[config.mk]
export PLATFORM = sky130hd
export DESIGN_NAME = crc16_share_ctrl
export DESIGN_NICKNAME = d
export VERILOG_FILES = /design/src/rtl/usb_crc_pkg.sv /design/src/rtl/crc_rr_arbiter.sv /design/src/rtl/crc16_share_ctrl.sv
export SDC_FILE = /design/constraint.sdc
export NUM_CORES = 1
export LEC_CHECK = 0
export CAP_MARGIN = 10
export CORE_ASPECT_RATIO = 1.4
export CORE_MARGIN = 3
export CORE_UTILIZATION = 49
export DETAILED_ROUTE_END_ITERATION = 8
export GPL_TIMING_DRIVEN = 1
export HOLD_SLACK_MARGIN = 0.02
export PLACE_DENSITY = 0.95
export SYNTH_ARGS = -nofsm -noshare
export SYNTH_HDL_FRONTEND = slang
export SYNTH_SLANG_ARGS = --single-unit
[constraint.sdc]
create_clock -name clk -period 2.7 [get_ports clk]
set_input_delay 0.54 -clock clk [delete_from_list [all_inputs] [get_ports clk]]
set_output_delay 0.54 -clock clk [all_outputs]
set_load 0.005 [all_outputs]
[src/rtl/usb_crc_pkg.sv]
// Shared definitions for the serial CRC16 scheduler.
//   crc_sched_state_t : scheduler FSM states
//   CRC16_SEED        : value the engine re-seeds to after an acknowledge
//   CRC16_DATA_BITS   : fixed number of payload bits the engine consumes per job
package usb_crc_pkg;

    typedef enum logic [2:0] {
        IDLE,
        LOAD,
        SHIFT,
        WAIT,
        RESP
    } crc_sched_state_t;

    localparam logic [15:0] CRC16_SEED      = 16'hFFFF;
    localparam int unsigned CRC16_DATA_BITS = 64;

endpackage

[src/rtl/crc_rr_arbiter.sv]
// Combinational round-robin arbiter.
//   req     : per-requester request bits
//   ptr     : index of the requester that currently has highest priority
//   gnt     : one-hot grant (all zero when no request)
//   gnt_idx : binary index of the granted requester (0 when no request)
module crc_rr_arbiter #(
    parameter int unsigned N_REQ = 2,
    localparam int unsigned IDX_W = (N_REQ > 1) ? $clog2(N_REQ) : 1
) (
    input  logic [N_REQ-1:0] req,
    input  logic [IDX_W-1:0] ptr,
    output logic [N_REQ-1:0] gnt,
    output logic [IDX_W-1:0] gnt_idx
);

    logic        found;
    int unsigned cand;

    // Scan requesters starting at ptr, wrapping; first active one wins.
    always_comb begin
        gnt     = '0;
        gnt_idx = '0;
        found   = 1'b0;
        cand    = 0;
        for (int unsigned i = 0; i < N_REQ; i++) begin
            cand = 32'(ptr) + i;
            if (cand >= N_REQ) begin
                cand = cand - N_REQ;
            end
            if (!found && req[cand]) begin
                found     = 1'b1;
                gnt[cand] = 1'b1;
                gnt_idx   = IDX_W'(cand);
            end
        end
    end

endmodule

[src/rtl/crc16_share_ctrl.sv]
// Serial CRC16 scheduler: shares one bit-serial CRC16 engine between N_REQ requesters.
// A round-robin winner's payload is latched, streamed LSB-first to the engine, and the
// engine's complemented remainder is returned to the owner with a one-cycle resp_valid.
//   clk, rst     : clock, synchronous active-high reset
//   req          : per-requester level request, held until its resp_valid
//   req_data     : payload of requester i in [i*DATA_BITS +: DATA_BITS]
//   resp_valid   : one-hot 1-cycle pulse naming the owner of resp_crc
//   resp_crc     : CRC result, non-zero only while resp_valid is set
//   busy         : a job is in flight
//   eng_start    : first-bit marker to the engine
//   eng_bit      : serial payload bit to the engine
//   eng_rec      : acknowledge to the engine (re-seed)
//   eng_done     : engine result is final
//   eng_val      : engine complemented remainder
module crc16_share_ctrl
    import usb_crc_pkg::*;
#(
    parameter int unsigned N_REQ     = 2,
    parameter int unsigned DATA_BITS = CRC16_DATA_BITS
) (
    input  logic                         clk,
    input  logic                         rst,
    input  logic [N_REQ-1:0]             req,
    input  logic [N_REQ*DATA_BITS-1:0]   req_data,
    output logic [N_REQ-1:0]             resp_valid,
    output logic [15:0]                  resp_crc,
    output logic                         busy,
    output logic                         eng_start,
    output logic                         eng_bit,
    output logic                         eng_rec,
    input  logic                         eng_done,
    input  logic [15:0]                  eng_val
);

    localparam int unsigned IDX_W = (N_REQ > 1) ? $clog2(N_REQ) : 1;
    localparam int unsigned CNT_W = $clog2(DATA_BITS) + 1;
    localparam logic [CNT_W-1:0] CNT_LAST = CNT_W'(DATA_BITS - 1);

    crc_sched_state_t       state_q, state_d;
    logic [DATA_BITS-1:0]   shreg_q, shreg_d;
    logic [CNT_W-1:0]       cnt_q, cnt_d;
    logic [IDX_W-1:0]       owner_q, owner_d;
    logic [N_REQ-1:0]       owner_oh_q, owner_oh_d;
    logic [IDX_W-1:0]       ptr_q, ptr_d;
    logic [15:0]            crc_q, crc_d;

    logic [N_REQ-1:0]       gnt;
    logic [IDX_W-1:0]       gnt_idx;

    crc_rr_arbiter #(
        .N_REQ (N_REQ)
    ) u_arb (
        .req     (req),
        .ptr     (ptr_q),
        .gnt     (gnt),
        .gnt_idx (gnt_idx)
    );

    always_comb begin
        state_d    = state_q;
        shreg_d    = shreg_q;
        cnt_d      = cnt_q;
        owner_d    = owner_q;
        owner_oh_d = owner_oh_q;
        ptr_d      = ptr_q;
        crc_d      = crc_q;

        resp_valid = '0;
        resp_crc   = '0;
        eng_start  = 1'b0;
        eng_bit    = 1'b0;
        eng_rec    = 1'b0;
        busy       = (state_q != IDLE);

        unique case (state_q)
            IDLE: begin
                if (|req) begin
                    owner_d    = gnt_idx;
                    owner_oh_d = gnt;
                    shreg_d    = req_data[gnt_idx * DATA_BITS +: DATA_BITS];
                    cnt_d      = '0;
                    state_d    = LOAD;
                end
            end
            LOAD: begin
                eng_start = 1'b1;
                eng_bit   = shreg_q[0];
                shreg_d   = shreg_q >> 1;
                cnt_d     = CNT_W'(1);
                state_d   = SHIFT;
            end
            SHIFT: begin
                // cnt_q is the index of the bit on eng_bit this cycle.
                eng_bit = shreg_q[0];
                shreg_d = shreg_q >> 1;
                cnt_d   = cnt_q + 1'b1;
                if (cnt_q == CNT_LAST) begin
                    state_d = WAIT;
                end
            end
            WAIT: begin
                // eng_done is only honoured here; an early done is a protocol error and ignored.
                if (eng_done) begin
                    crc_d   = eng_val;
                    state_d = RESP;
                end
            end
            RESP: begin
                resp_valid = owner_oh_q;
                resp_crc   = crc_q;
                eng_rec    = 1'b1;
                ptr_d      = (owner_q == IDX_W'(N_REQ - 1)) ? '0 : owner_q + 1'b1;
                state_d    = IDLE;
            end
            default: begin
                state_d = IDLE;
            end
        endcase
    end

    always_ff @(posedge clk) begin
        if (rst) begin
            state_q    <= IDLE;
            shreg_q    <= '0;
            cnt_q      <= '0;
            owner_q    <= '0;
            owner_oh_q <= '0;
            ptr_q      <= '0;
            crc_q      <= '0;
        end else begin
            state_q    <= state_d;
            shreg_q    <= shreg_d;
            cnt_q      <= cnt_d;
            owner_q    <= owner_d;
            owner_oh_q <= owner_oh_d;
            ptr_q      <= ptr_d;
            crc_q      <= crc_d;
        end
    end

endmodule

* Yosys cells after proc, flatten, opt, wreduce, memory -nomap -nowiden *
Cells that the tools add are included.

operators by class
  add/sub/neg operators = 5
  $mul = 0
  divide/modulo/power cells = 0
  magnitude comparators = 6
  equality and inequality tests = 8
  shift operators = 1
  muxes and demuxes = 29
  bitwise operators = 1
  reduce and logical (&&, ||, !) cells = 15

operators with widths
  kind                                                                count
  one-hot mux 64 bit (2 select lines)                                 1
  indexed part select 128 x 8 -> 64 bit                               1
  greater-or-equal comparator 32 x 1 -> 1 bit, second input constant  2
  < comparator 32 x 2 -> 1 bit, second input constant                 2
  two-way mux 32 bit                                                  2
  two-way mux 64 bit                                                  1
  greater-or-equal comparator 32 x 2 -> 1 bit, second input constant  1
  subtractor 32 x 2 -> 32 bit, second input constant                  1
  one-hot mux 7 bit (3 select lines)                                  1
  two-way mux 16 bit                                                  1
  two-way mux 1 bit                                                   13
  one-hot mux 3 bit (4 select lines)                                  1
  two-way mux 3 bit                                                   3
  AND reduction 2 bit                                                 4
  adder 7 x 1 -> 7 bit, second input constant                         1
  == test 7 x 6 -> 1 bit, second input constant                       1
  two-way mux 7 bit                                                   1
  == test 3 x 2 -> 1 bit, second input constant                       2
  two-way mux 2 bit                                                   3
  inequality test 2 bit, second input constant                        3
  nonzero test 3 bit                                                  2
  OR reduction 2 bit                                                  2
  == test 3 x 1 -> 1 bit, second input constant                       1
  == test 3 bit, second input constant                                1
  11 further kinds                                                    14

word-level totals
  flip-flop bits (word level) = 94
  latch bits = 0
  bits in writable memories = 0
  memory bits (read-only) = 0
  output and inout port bits = 22
  memories = 0

* Longest topological paths before layout *
Gate-level depths: netlist of run 1.

  word-level depth = 11
  depth in mapped cells = 8
  gate-level depth less buffers = 5

* By module *
A second synthesis of run 1 with hierarchy kept.

second synthesis, totals
  cells, all modules = 605
  area, all modules = 4,909.7 um2

by module, submodules not included
  module            instances  cells an instance  area an instance (um2)
  crc16_share_ctrl  1          601                4,879.7
  crc_rr_arbiter    1          4                  30.0

* Worst setup path before layout of run 1 *
Ideal clock, no wire load.

  kind = input to register
  from = in req[1]
  to = reg shreg_q[0]
  setup time = 122 ps
  arrival = 1,801 ps
  path slack = 777 ps
  cell stages on the path = 8
  path buffers = 4
  cell sequence = buf_6 > or4_4 > buf_6 > and3_1 > buf_6 > buf_6 > o21ai_0 > o21ai_2

between the ends
  word-level cells in the longest chain between the ends = 9
  elaborated cells on any way between the ends = 15
  classes of those cells = 1 x eq/ne; 1 x shift; 9 x mux; 4 x reduce/logical

ends and longest elaborated chain
  item                                                   line                     source
  from (decl)                                            crc16_share_ctrl.sv:23   input logic [N_REQ-1:0] req,
  two-way mux 1 bit (not written as such) (2 in series)  crc_rr_arbiter.sv:30     if (!found && req[cand]) begin
  two-way mux 1 bit                                      crc_rr_arbiter.sv:30
  logical NOT 1 bit                                      crc_rr_arbiter.sv:30
  logical AND 1 bit                                      crc_rr_arbiter.sv:30
  two-way mux 1 bit                                      crc_rr_arbiter.sv:30
  indexed part select 128 x 8 -> 64 bit                  crc16_share_ctrl.sv:80   shreg_d = req_data[gnt_idx * DATA_BITS +: DATA_BITS];
  two-way mux 64 bit                                     crc16_share_ctrl.sv:77   if (|req) begin
  one-hot mux 64 bit (2 select lines)                    crc16_share_ctrl.sv:75   unique case (state_q)
  to (signal assigned)                                   crc16_share_ctrl.sv:132  shreg_q <= shreg_d;
  to (decl)                                              crc16_share_ctrl.sv:40   logic [DATA_BITS-1:0] shreg_q, shreg_d;

Parallel ways exist; a longest one is shown, timed or not. The select of a mux whose other input is x is not followed.
A chain may end at the register's enable or synchronous reset.

* Final worst setup path of run 1 *
  from = reg state_q[2]
  to = out resp_crc[10]

between the ends
  word-level cells in the longest chain between the ends = 2

ends and longest elaborated chain
  item                    line                     source
  from (decl)             crc16_share_ctrl.sv:39   crc_sched_state_t state_q, state_d;
  from (signal assigned)  crc16_share_ctrl.sv:131  state_q <= state_d;
  == test 3 bit           crc16_share_ctrl.sv:75
  two-way mux 16 bit      crc16_share_ctrl.sv:75
  to (decl)               crc16_share_ctrl.sv:26   output logic [15:0] resp_crc,

No other way between the ends.

==> impl_results.md, run 1 <==
* Root Driver: clkbuf_16
* Number of global-route vias before repair at 4790
* DR WL/cell at 15.6 um
* Startpoint Class: flop
* Top cell type's share of synthesized area at 38.1%
* Cell Pwr Density at 541 mW/mm2
* Cell count of the worst reg-to-reg path at 4
* Kind of critical path: reg2out
* Status: completed
* Core Box Area at 0.00962 mm2
* Fin crit share at 94.5%
* Final WL at 13700 um
* Hold_sp: shreg_q[31]
* Ant. Diodes at 0
* Gpl congestion at 0.798
* Final hold vios at 0
* CP Cell Sequence: nor3b_1 > buf_4 > and2_1 > clkdlybuf4s50_1
* PnR worst setup slack at 0.149 ns
* Later-pin clock latency in the skew report at 0.33 ns
* Fillers at 748
* Finished Layout Cells at 878
* CTS tree: done
* Ys flop type: dfxtp_1
* Total GRT Usage at 23.8%
* Sequential Area at 0.00188 mm2
* Flops & latches, synth at 94
* Synthesized instance count at 609
* Pleak at 2.60 nW
* Slowest cell on crit path: clkdlybuf4s50_1
* Worst R2R Start: state_q[1]
* Die area at 0.0113 mm2
* Async set-reset flop share out of synthesis at 0%
* Average vias per placed instance at 5.62
* Initial antenna violation count at 0
* Count of cell types in the netlist at 35
* Final setup fails at 0
* Setup Skew at 0.00659 ns
* Largest net degree at the start of global routing at 66
* Sink Count at 94
* Num rows at 42
* First-pass GRT wire length at 22500 um
* Share of layout cells above drive strength 1 at 12.9%
* Reg2reg end: shreg_q[22]
* HP Class: reg2reg
* Max-cap violations at 0
* Yosys warns at 0
* Minimum clock period at 2.55 ns
* Drt first pass iters at 4
* DIE WIDTH at 90.8 um
* Slew Viols, Final at 0
* Final core occ at 71.3%
* Port bufs at 170
* F_max at 0.392 GHz
* Synthesized Nets at 759
* CTS Buf Count at 9
* Initial DRC count at 275
* Buffer count from post-CTS setup fixing at 0
* Worst hold endpoint: shreg_q[31]
* Worst vdd rail ir drop at 0.000310 V
* Post-synthesis cell area at 0.00494 mm2
* Area of the multi-input gates at 0.00272 mm2
* Initial core utilization at 51.3%
* Die height at 125 um
* Worst hold stages at 2
* WP data required at 2.16 ns
* Total grt overflow at 0
* P&R area growth vs syn at 39.0%
* Residual DRC at 0
* CP Data Arrival Time at 2.01 ns
* RSZ-0062 raised after global routing: no
* Pre-CTS WS at -0.0812 ns
* Setup crit end kind: output port
* CTS HTree Levels at 3
* Max_slew headroom at 43.5%
* EDFF count, synth at 0
* Syn Area/Cell at 8.11 um2
* Vias at 4930
* Synth area leaders: dfxtp_1 (38%), o21ai_2 (11%), a211oi_1 (9.7%), and3_1 (8.5%), nand2_1 (8.1%)
* Placed Cells at 863
* Post-synth top area cell: dfxtp_1
* Sequential share of the synthesized area at 38.1%
* CP max FO at 21
* DPL Wire Length at 9770 um
* Remaining antenna violation count at 0
* Io pins at 171
* Layout Nets at 892
* Clock Tree Buf Depth at 2
* Clk slew on worst S/H paths at 0.06 ns
* Worst path max stage delay at 0.52 ns
* Flop2flop setup slack at 0.41 ns
* Worst-margin pin slew at 0.847 ns
==> worst max-delay path, delay by kind of cell, from the launching register on <==
| kind | cells | cell delay, ns |
|---|---|---|
| flip-flops | 1 | 0.46 |
| buffers and inverters | 2 | 0.78 |
| AND/OR/NAND/NOR | 2 | 0.43 |
==> state kept, by name, summed over array words and instances, names as in the netlist <==
| signal | flops |
|---|---|
| state_q | 3 |
| owner_oh_q | 2 |
| owner_q | 1 |
| ptr_q | 1 |
| shreg_q | 64 |
| cnt_q | 7 |
| crc_q | 16 |
==> timing repair <==
action,CTS,global route
setup endpoints to repair,0,18
gates resized for setup,0,1
hold buffers,0,0
==> final cells by class <==
cell class	count	area share, %
clock buffers	10	3.48
clock inverters	5	0.529
inverters	3	0.164
multi-input cells	453	39.7
flip-flops and latches	94	27.4
well taps	132	2.41
repair buffers	181	26.3
==> how the worst max path moves through the flow <==
stage,start,end,depth (start not counted)
floorplan,req[1],shreg_q[0],8
global placement,req[0],shreg_q[22],5
detailed placement,req[0],shreg_q[22],5
CTS,state_q[2],resp_crc[10],4
global route,state_q[2],resp_crc[8],4
finish,state_q[2],resp_crc[10],4
==> stage by stage <==
stage | hold slack, ns | TNS (ns) | power (W) | cell area (um2)
2_1_floorplan | 0.413 | 0 | 0.00224 | 4940
3_3_place_gp | 0.422 | 0 | 0.00255 | 6580
3_5_place_dp | 0.435 | -0.0812 | 0.00259 | 6580
4_1_cts | 0.449 | 0 | 0.00373 | 6860
5_1_grt | 0.469 | 0 | 0.00391 | 6860
6_report | 0.447 | 0 | 0.00371 | 6860
==> cells by family (layout without fill, tap and decap cells) <==
logic type	count (synthesis)	count (layout)	synth area share, %
compound gates	225	225	31.3
xor+xnor	4	4	0.710
fa+ha+maj	1	1	0.253
buf+inv	62	199	7.12
flops	94	94	38.1
simple gates	223	223	22.5
==> synthesized netlist by cell type (4+ instances only) <==
| library cell | number |
|---|---|
| buf_6 | 15 |
| a21oi_1 | 23 |
| buf_2 | 5 |
| xor2_1 | 4 |
| a211oi_1 | 64 |
| and3_1 | 67 |
| and2_1 | 20 |
| o21ai_2 | 60 |
| dfxtp_1 | 94 |
| o21ai_0 | 69 |
| clkbuf_1 | 38 |
| nand3_1 | 6 |
| nand2_1 | 106 |
| nor2_1 | 9 |
==> where the power goes <==
group	total, W	internal (W)	switching, W
logic	0.000905	0.000436	0.000469
clock network	0.00115	0.000643	0.000504
registers	0.00166	0.00156	0.0000976
==> per-layer routing <==
layer	share of wire [%]	wire (um)	GRT usage [%]	up-vias
li1	-	-	-	2435
met1	38	5240	27.1	2316
met2	54	7460	43.9	157
met3	5.5	760	5.08	22
met4	1.7	237	6.84	0
met5	0	0	0	-
==> cell usage in the layout (no fill, tap or decap), drive strengths merged, types with 2 or more instances in the layout <==
cell type	instances
clkdlybuf4s50	169
clkinv	2
nor3b	2
o21ai	130
inv	3
dfxtp	94
clkinvlp	3
and3	67
clkbuf	10
a211oi	64
nor2	9
nand4	2
a21oi	25
nor3	3
xor2	4
and2	20
nand2b	3
buf	12
nand3	6
nand2	106
No activity file was read; power rests on OpenSTA's default activity.
==> run 2, diff against run 1 <==
--- a/config.mk
+++ b/config.mk
@@ -6,7 +6,6 @@
 export NUM_CORES = 1
 export LEC_CHECK = 0
 export CAP_MARGIN = 10
-export CORE_ASPECT_RATIO = 1.4
 export CORE_MARGIN = 3
 export CORE_UTILIZATION = 49
 export DETAILED_ROUTE_END_ITERATION = 8
==> run 2 against run 1 <==
Compared with the run above:
- hold slack improved by 0.0098 ns
- non-clock buffer count increased by 1
- sequential power about the same
- critical path type unchanged
- largest cell class unchanged
==> impl_results.md, run 2 (synthesis results as in run 1) <==
* Minimum clock period at 2.52 ns
* Hold buffer count at CTS at 0
* Final core occ at 69.3%
* Die height at 106 um
* First-pass GRT wire length at 22500 um
* Clk slew on worst S/H paths at 0.10 ns
* CP Data Arrival Time at 1.98 ns
* Pre-CTS WS at -0.0435 ns
* Number of flip-flops in the largest register at 64
* Commonest non-fill, non-tap cell in the layout: clkdlybuf4s50_1
* Max_slew headroom at 39.6%
* Largest net degree at the start of global routing at 72
* HP Class: reg2reg
* F_max at 0.397 GHz
* Initial DRC count at 233
* Core Box Area at 0.00977 mm2
* Hold_sp: shreg_q[12]
* RSZ-0062 raised after global routing: no
* Highest-count cells in the layout ignoring fill and taps: clkdlybuf4s50_1 (169), nand2_1 (105), dfxtp_1 (94), o21ai_0 (69), and3_1 (66)
* CTS tree: done
* Cell count of the worst reg-to-reg path at 4
* DIE WIDTH at 106 um
* Slowest cell on crit path: clkdlybuf4s50_1
* Cell Pwr Density at 516 mW/mm2
* Root Driver: clkbuf_8
* Worst path max stage delay at 0.51 ns
* Remaining antenna violation count at 0
* Number of global-route vias before repair at 4829
* Io pins at 171
* Flop2flop setup slack at 0.50 ns
* Worst-margin pin slew at 0.907 ns
* Sink Count at 94
* DPL Wire Length at 9750 um
* Residual DRC at 0
* Post-CTS Resized at 0
* Worst R2R Start: state_q[1]
* Crit path max-delay family: buffers and inverters
* Status: completed
* Total GRT Usage at 24.0%
* Vias at 4922
* Startpoint Class: flop
* WP data required at 2.16 ns
* Average vias per placed instance at 5.59
* Setup crit end kind: output port
* Kind of critical path: reg2out
* Worst hold stages at 2
* Setup Skew at 0.00921 ns
* Final setup TNS at 0 ns
* Total grt overflow at 0
* Drt first pass iters at 4
* Layout Nets at 893
* Worst vdd rail ir drop at 0.000262 V
* Final setup fails at 0
* Top Registers: shreg_q x64, crc_q x16, cnt_q x7
* Initial core utilization at 50.5%
* Worst hold endpoint: shreg_q[12]
* Reg2reg end: shreg_q[21]
* Max-cap violations at 0
* CTS HTree Levels at 3
* Pleak at 2.57 nW
* Cell area after placement at 0.00658 mm2
* Top reg by flops: shreg_q
* Slew Viols, Final at 0
* Ant. Diodes at 0
* Final hold vios at 0
* PnR Total Power at 0.00350 W
* Later-pin clock latency in the skew report at 0.36 ns
* P&R area growth vs syn at 37.3%
* CP max FO at 21
* Gpl congestion at 0.790
* CP Cell Sequence: nor3b_1 > buf_4 > and2_1 > clkdlybuf4s50_1
* PnR worst setup slack at 0.178 ns
* Fin crit share at 93.4%
* Share of layout cells above drive strength 1 at 13.1%
* Die area at 0.0113 mm2
* Finished Cell Area at 0.00678 mm2
* CTS Buf Count at 9
* DR WL/cell at 15.7 um
* Num rows at 36
* Buffer count from post-CTS setup fixing at 0
* Final WL at 13900 um
* CP bufs+invs at 2
* Initial antenna violation count at 0
* Clock Tree Buf Depth at 2
* Port bufs at 170
[run 2: cell types whose count changed in the layout (fill, tap and decap cells not counted), moves of 2 or more]
cell,delta
buf_4,+2
clkbuf_16,-9
inv_6,+2
clkbuf_8,+8
[run 2: worst max-delay path by stage]
stage / start / to / slack, ns / cells after the start
2_1_floorplan: req[1] / shreg_q[0] / 0.78 / 8
3_3_place_gp: req[0] / shreg_q[22] / 0.09 / 5
3_5_place_dp: req[0] / shreg_q[21] / -0.04 / 5
4_1_cts: state_q[1] / resp_crc[6] / 0.17 / 4
5_1_grt: state_q[1] / resp_valid[0] / 0.07 / 4
6_report: state_q[1] / resp_crc[12] / 0.18 / 4
[run 2: tightest hold or removal path: cells and delay by family, from the launching register on]
family / cells / cell delay, ns
compound gates: 1 / 0.04
simple gates: 1 / 0.06
flops: 1 / 0.33
[run 2: routing by layer]
layer  up-vias  GRT usage (%)  part of all wire (%)
li1       2433              -                     -
met1      2310           29.6                    43
met2       158           40.2                    48
met3        21           6.80                   7.5
met4         0           8.42                   1.8
met5         -              0                     0
[run 2: area by class of cell]
| cell class | count | area, um2 |
|---|---|---|
| tap | 133 | 166 |
| clock buffer | 9 | 124 |
| multi-input combinational | 453 | 2720 |
| timing repair buffer | 182 | 1800 |
| clock inverter | 7 | 72.6 |
| fill | 781 | 3000 |
| sequential | 94 | 1880 |
| inverter | 3 | 11.3 |
[run 2: power breakdown]
group	switching (W)	leakage [nW]	internal, W	total, W
Combinational	0.000463	1.70	0.000432	0.000896
Sequential	0.0000920	0.774	0.00156	0.00165
Clock	0.000515	0.0960	0.000431	0.000947
Total	0.00107	2.57	0.00243	0.00350
[run 2: through the flow]
| stage | hold slack (ns) | cells |
|---|---|---|
| 2_1_floorplan | 0.413 | 609 |
| 3_3_place_gp | 0.429 | 865 |
| 3_5_place_dp | 0.435 | 865 |
| 4_1_cts | 0.456 | 881 |
| 5_1_grt | 0.470 | 881 |
| 6_report | 0.457 | 881 |
==> run 3, diff against run 2 <==
--- a/config.mk
+++ b/config.mk
@@ -14,4 +14,5 @@
 export PLACE_DENSITY = 0.95
 export SYNTH_ARGS = -nofsm -noshare
 export SYNTH_HDL_FRONTEND = slang
+export SYNTH_HIERARCHICAL = 1
 export SYNTH_SLANG_ARGS = --single-unit
==> run 3 against run 2 <==
Compared with the run above:
- area after synthesis is 0.56% lower
- non-clock buffer count is 5 higher
- combinational power increased by 37%
- wire length grew 6.7%
- die area shrank 0.53%
- first-iteration DRC count is 13% higher
- power is 11% higher
- final cell count down 0.57%
- critical path type unchanged
- critical endpoint is now eng_bit
==> impl_results.md, run 3 <==
* Status: completed
* Number of global-route vias before repair at 4986
* Top Registers: shreg_q x64, crc_q x16, cnt_q x7
* Worst path max stage delay at 0.49 ns
* Initial antenna violation count at 0
* Top cell type's share of synthesized area at 38.3%
* Final WL at 14800 um
* Total GRT Usage at 26.0%
* Net Sw Power at 0.00127 W
* Hold_sp: owner_q
* Worst vdd rail ir drop at 0.000289 V
* CP max FO at 10
* Initial core utilization at 51.7%
* Async set-reset flop share out of synthesis at 0%
* Post-synthesis cell area at 0.00491 mm2
* Final hold slack at 0.453 ns
* Int Pwr at 0.00263 W
* Initial DRC count at 263
* Fin crit share at 93.9%
* F_max at 0.395 GHz
* CP Cell Sequence: buf_4 > xnor2_4 > nor2_1 > and2_1 > clkdlybuf4s50_1
* EDFF count, synth at 0
* Io pins at 171
* Buffer count from post-CTS setup fixing at 0
* Average vias per placed instance at 5.83
* Setup crit end kind: output port
* Core Box Area at 0.00950 mm2
* Sequential share of the synthesized area at 38.3%
* P&R area growth vs syn at 41.0%
* Slowest cell on crit path: clkdlybuf4s50_1
* Share of layout cells above drive strength 1 at 6.16%
* Count of cell types in the netlist at 36
* Flops & latches, synth at 94
* Clock power share at 24.0%
* Switching share of power at 32.6%
* Combinational power share at 31.6%
* CP Data Arrival Time at 1.99 ns
* Drt first pass iters at 5
* Sink Count at 94
* Final core occ at 72.8%
* Clk slew on worst S/H paths at 0.09 ns
* Final setup TNS at 0 ns
* Synthesized instance count at 605
* CTS Buf Count at 9
* Final setup fails at 0
* Startpoint Class: flop
* Ant. Diodes at 0
* Remaining antenna violation count at 0
* Synthesized Nets at 755
* Synth area leaders: dfxtp_1 (38%), mux2i_1 (14%), o211ai_1 (9.6%), a21oi_1 (8.3%), nand2_1 (7.6%)
* Post-synth top area cell: dfxtp_1
* Layout Nets at 892
* Routed length on met2 at 7420 um
* Vias at 5111
* DR WL/cell at 16.9 um
* Clock Tree Buf Depth at 2
* RSZ-0062 raised after global routing: no
* Slew Viols, Final at 0
* Top reg by flops: shreg_q
* Top-count cell post-synth: nand2_1
* WL met3 at 1100 um
* Placed Cells at 860
* Commonest non-fill, non-tap cell in the layout: clkdlybuf4s50_1
* Max_slew headroom at 19.0%
* Highest-count cells in the layout ignoring fill and taps: clkdlybuf4s50_1 (169), nand2_1 (99), dfxtp_1 (93), a21oi_1 (81), mux2i_1 (67)
* Max-cap violations at 0
* Sequential Power Share at 44.4%
* Pleak at 2.46 nW
* Critical Path Source: state_q[1]
* Met1 WL at 5850 um
* Root Driver: clkbuf_8
* Port bufs at 170
* Finished Layout Cells at 876
* CP bufs+invs at 2
* Ys flop type: dfxtp_1
* Total grt overflow at 0
* Yosys warns at 6
* First-pass GRT wire length at 24200 um
* Gpl congestion at 0.808
* Worst R2R Start: state_q[1]
* Number of flip-flops in the largest register at 64
* CTS HTree Levels at 3
* CTS tree: done
* Cell Pwr Density at 563 mW/mm2
* Largest net degree at the start of global routing at 66
* Syn Area/Cell at 8.12 um2
* WP data required at 2.16 ns
* Worst-margin pin slew at 1.21 ns
* Hold buffer count at CTS at 0
* Crit path max-delay family: buffers and inverters
* Minimum clock period at 2.53 ns
* DIE WIDTH at 106 um
* Die area at 0.0113 mm2
* Post-CTS Resized at 1
* HP Class: reg2reg
* Later-pin clock latency in the skew report at 0.36 ns
* Setup Skew at 0.0105 ns
* Residual DRC at 0
* Kind of critical path: reg2out
* DPL Wire Length at 10600 um
* Die height at 106 um
* Post-synth top cells: nand2_1 (99), dfxtp_1 (94), a21oi_1 (81)
* Final hold vios at 0
* Top Metal Used: met4
* Num rows at 35
==> run 3: changes by cell type after synthesis, moves of 49 or more <==
cell | previous run | this run
mux2i_1 | 0 | 67
a211oi_1 | 64 | 1
o211ai_1 | 0 | 63
o21ai_2 | 60 | 0
a21oi_1 | 23 | 81
and3_1 | 67 | 18
==> run 3: power groups by stage <==
stage | Combinational (W) | Sequential [W] | Clock (W)
detailed placement | 0.00121 | 0.00175 | 0
CTS | 0.00122 | 0.00172 | 0.000943
global route | 0.00136 | 0.00175 | 0.00102
floorplan | 0.000795 | 0.00172 | 0
finish | 0.00123 | 0.00173 | 0.000935
global placement | 0.00115 | 0.00174 | 0
==> run 3: per-layer routing <==
| layer | vias up | global-route usage (%) |
|---|---|---|
| met4 | 0 | 10.7 |
| met5 | - | 0 |
| met3 | 36 | 5.77 |
| met1 | 2405 | 31.0 |
| met2 | 227 | 45.2 |
| li1 | 2443 | - |
==> run 3: per-stage QoR <==
stage                     area [um2]  setup WS [ns]  power [W]
after global placement          6700          0.223    0.00289
after CTS                       6900         0.0239    0.00389
after floorplan                 4910          0.782    0.00251
after global routing            6920         0.0579    0.00412
after detailed placement        6700          0.101    0.00297
final                           6920          0.165    0.00390
==> run 3: path summary, 6_finish.rpt <==
| path | cells past startpoint | end | slack (ns) |
|---|---|---|---|
| setup / recovery | 5 | eng_bit | 0.17 |
| hold / removal | 1 | ptr_q | 0.45 |
| hold reg to reg | 1 | ptr_q | 0.45 |
| setup reg to reg | 5 | shreg_q[39] | 0.26 |
==> run 3: cell families after synthesis <==
logic type      after synthesis  share of synthesized area (%)
compound gates              218                           26.1
xor+xnor                      5                          0.892
fa+ha+maj                     1                          0.255
buf+inv                      64                           6.17
flops                        94                           38.3
mux                          67                           13.7
simple gates                156                           14.6
==> run 3: area by class of cell <==
cell class | instances | area [um2]
clock buffers | 9 | 124
clock inverters | 7 | 71.3
fillers | 710 | 2580
inverters | 3 | 11.3
multi-input cells | 447 | 2770
flip-flops and latches | 94 | 1890
well taps | 129 | 161
repair buffers | 187 | 1900
==> run 3: worst reg2reg max path: cells and delay by family (launching register included) <==
family	cells	cell delay, ns
and+or+nand+nor	1	0.99
AOI/OAI and AO/OA	2	0.51
DFF	1	0.34
xor gates and xnor gates	1	0.32
buffers and inverters	1	0.20
==> variant: new RTL, config.mk and constraints of run 2 <==
Add an input register stage for `req`, `req_data`, `eng_done` and `eng_val`, cleared by the reset; this delays them by one clock.
--- a/src/rtl/crc16_share_ctrl.sv
+++ b/src/rtl/crc16_share_ctrl.sv
@@ -36,6 +36,25 @@
     localparam int unsigned CNT_W = $clog2(DATA_BITS) + 1;
     localparam logic [CNT_W-1:0] CNT_LAST = CNT_W'(DATA_BITS - 1);
 
+    logic [N_REQ-1:0] req_q;
+    logic [N_REQ*DATA_BITS-1:0] req_data_q;
+    logic eng_done_q;
+    logic [15:0] eng_val_q;
+
+    always_ff @(posedge clk) begin
+        if (rst) begin
+            req_q      <= '0;
+            req_data_q <= '0;
+            eng_done_q <= '0;
+            eng_val_q  <= '0;
+        end else begin
+            req_q      <= req;
+            req_data_q <= req_data;
+            eng_done_q <= eng_done;
+            eng_val_q  <= eng_val;
+        end
+    end
+
     crc_sched_state_t       state_q, state_d;
     logic [DATA_BITS-1:0]   shreg_q, shreg_d;
     logic [CNT_W-1:0]       cnt_q, cnt_d;
@@ -50,7 +69,7 @@
     crc_rr_arbiter #(
         .N_REQ (N_REQ)
     ) u_arb (
-        .req     (req),
+        .req     (req_q),
         .ptr     (ptr_q),
         .gnt     (gnt),
         .gnt_idx (gnt_idx)
@@ -74,10 +93,10 @@
 
         unique case (state_q)
             IDLE: begin
-                if (|req) begin
+                if (|req_q) begin
                     owner_d    = gnt_idx;
                     owner_oh_d = gnt;
-                    shreg_d    = req_data[gnt_idx * DATA_BITS +: DATA_BITS];
+                    shreg_d    = req_data_q[gnt_idx * DATA_BITS +: DATA_BITS];
                     cnt_d      = '0;
                     state_d    = LOAD;
                 end
@@ -100,8 +119,8 @@
             end
             WAIT: begin
                 // eng_done is only honoured here; an early done is a protocol error and ignored.
-                if (eng_done) begin
-                    crc_d   = eng_val;
+                if (eng_done_q) begin
+                    crc_d   = eng_val_q;
                     state_d = RESP;
                 end
             end
Formal check against the unedited RTL: not equivalent (a bounded check fails within 4 cycles, from zero or initial values and one cycle with rst high).
==> variant against run 2 <==
  * Synthesized area is 76% higher
  * Clock skew down 2.7 ps
  * Sequential share of layout area grew 15 points
  * Sequential power up 140%
  * First-iteration DRC count grew 130%
  * Design area up 67%
  * Non-clock buffer count rose by 3
  * Sequential cell count grew 147
  * Total power up 130%
  * Worst setup slack got worse by 11 ps
  * Clock power grew to 3.5 times the old value
  * Wire length increased by 43%
  * Cell count increased by 47%
  * Critical path type unchanged
  * Critical endpoint is now eng_bit
==> variant: results (changes against run 2) <==
- The detailed-route wire length was 19.81 mm (+43%).
- The H-tree depth is 1 (-2).
- The standard cell area after detailed placement came to 10,490 µm² (+59%).
- The global-route wire length before repair is 32.37 mm (+44%).
- The buffer levels on the longest clock path is 3 (+1).
- The all-layer global routing usage was 19.74% (-4.3 points).
- The via count of the first global-routing pass is 6,653 (+38%).
- The total of buffers placed on input and output ports was 170 (unchanged).
- The critical path startpoint is state_q[1].
- In this run the worst hold path is classified as reg2reg.
- In the final layout, the registers with the most flip-flops are req_data_q x128, shreg_q x64.
- The largest net degree at the start of global routing is 142 (+97%).
- The number of antenna violations at the first check in global routing was 4 (+4).
- The non-filler instance count after layout came to 1,298 (+47%).
- The final-layout fill cell count is 1,243 (+59%).
- CTS placed an instance of sky130_fd_sc_hd__clkbuf_16 at the clock tree root.
- The worst hold path begins at eng_val_q[7].
- The Yosys warning count is 0 (unchanged).
- The initial DRC count is 526 (+130%).
- The post-route setup TNS is 0 ps (unchanged).
- The critical-path maximum fanout came to 11 (-48%).
- The final HPWL from detailed placement is 13.03 mm (+34%).
- In this run the critical register-to-register path is launched from req_q[0].
- The clock edge transition at the registers on the reported setup and hold paths is 60 ps (-40 ps).
- By area the synthesized netlist is led by sky130_fd_sc_hd__dfxtp_1 55%, sky130_fd_sc_hd__nor2b_1 11%, sky130_fd_sc_hd__and3_1 6.0%, sky130_fd_sc_hd__a211oi_1 5.5%, sky130_fd_sc_hd__nand2_1 4.5%.
- The clock network latency to the later pin of the worst-skew pair is 500 ps (+140 ps).
- The number of cells produced by synthesis was 917 (+51%).
- After synthesis, the most frequently instantiated cells are 241 x sky130_fd_sc_hd__dfxtp_1, 147 x sky130_fd_sc_hd__nor2b_1, 104 x sky130_fd_sc_hd__nand2_1.
- The distinct cell type count after synthesis is 35 (unchanged).
- The share of async-settable or async-resettable flops after synthesis is 0% (unchanged).
- The synthesized netlist net count was 1,067 (+41%).
- The number of detailed-routing iterations run before antenna repair came to 5 (+1).
- The number of max-slew violations in the final report is 0 (unchanged).
- The final setup skew came to 6.460 ps (-2.750 ps).
- The routability-driven placement congestion ratio is 0.8207 (+3.9%).
- The maximum vdd ir drop is 0.4899 mV (+87%).
- The share of the yosys chip area belonging to registers is 55.44% (+17 points).
- Data on the critical path arrives at its endpoint at 1990 ps.
- The total number of vias is 6,829 (+39%).
- The number of failing setup endpoints in the final timing report is 0 (unchanged).
- The number of nets at the end of the flow is 1,204 (+35%).
- The number of CTS-inserted buffers came to 24 (+15).
- The relative max-transition margin was 27.47% (-12 points).
- The flow ran to the end, and the final reports show no timing, DRC or antenna violations.
- The reported leakage power is 0.004430 µW (+72%).
- The fraction of layout instances using a drive strength above 1 is 8.614% (-4.5 points).
variant: changes by cell type after synthesis, moves of 2 or more:
cell	change
sky130_fd_sc_hd__clkbuf_1	+25
sky130_fd_sc_hd__dfxtp_1	+147
sky130_fd_sc_hd__and2_1	-17
sky130_fd_sc_hd__buf_6	-7
sky130_fd_sc_hd__nand2_1	-2
sky130_fd_sc_hd__buf_2	-2
sky130_fd_sc_hd__o21ai_1	+29
sky130_fd_sc_hd__nor2b_1	+147
sky130_fd_sc_hd__a21oi_1	-2
sky130_fd_sc_hd__and3_1	+17
sky130_fd_sc_hd__o21ai_2	-30
variant: per-stage QoR:
stage | power [µW] | utilization, % | worst slack, ps
after global routing | 8436 | 65.11 | 36.15
after detailed placement | 4863 | 60.45 | 595.1
after CTS | 8161 | 65.02 | 39.37
after floorplan | 4502 | - | 763.0
final | 8117 | 65.11 | 166.7
after global placement | 4824 | 60.45 | 660.9
variant: final cells by class:
cell class,count,area (µm²),area share [%]
repair buffers,185,1837,16.25
clock buffers,31,668.1,5.912
inverters,3,11.26,0.09965
multi-input cells,599,3537,31.30
clock inverters,9,125.1,1.107
diodes,5,12.51,0.1107
well taps,225,281.5,2.491
flip-flops and latches,241,4828,42.73
variant: logic make-up after synthesis:
family | share of synthesized area, %
simple gates | 23.48
fa+ha+maj | 0.1438
flops | 55.44
compound gates | 16.48
buf+inv | 4.055
xor+xnor | 0.4025
variant: timing repair:
item,in CTS,in global routing
resized for setup,0,2
buffers inserted,0,0
setup endpoints to repair,0,1
variant: worst paths after layout:
check | endpoint | slack, ps | cells past startpoint
max | eng_bit | 170 | 4
min | crc_q[7] | 440 | 2
max reg2reg | shreg_q[56] | 620 | 5
min reg2reg | crc_q[7] | 440 | 2
variant: worst max-delay path: stages (launching register included):
cell,delay (ps)
sky130_fd_sc_hd__dfxtp_2,380
sky130_fd_sc_hd__nand2b_1,230
sky130_fd_sc_hd__a21oi_4,180
sky130_fd_sc_hd__and2_1,190
sky130_fd_sc_hd__clkdlybuf4s50_1,520
variant: power breakdown:
part	total, µW	internal (µW)	switching (µW)
combinational	889	439	450
sequential	3900	3800	101
clock	3320	2020	1300
variant: metal layers:
metal  GRT usage [%]  up-vias  routed length [µm]
li1                -     3385                   -
met1           23.80     3190                8013
met2           34.78      203               10120
met3           2.784       51                 896
met4           9.217        0                 778
met5               0        -                   0
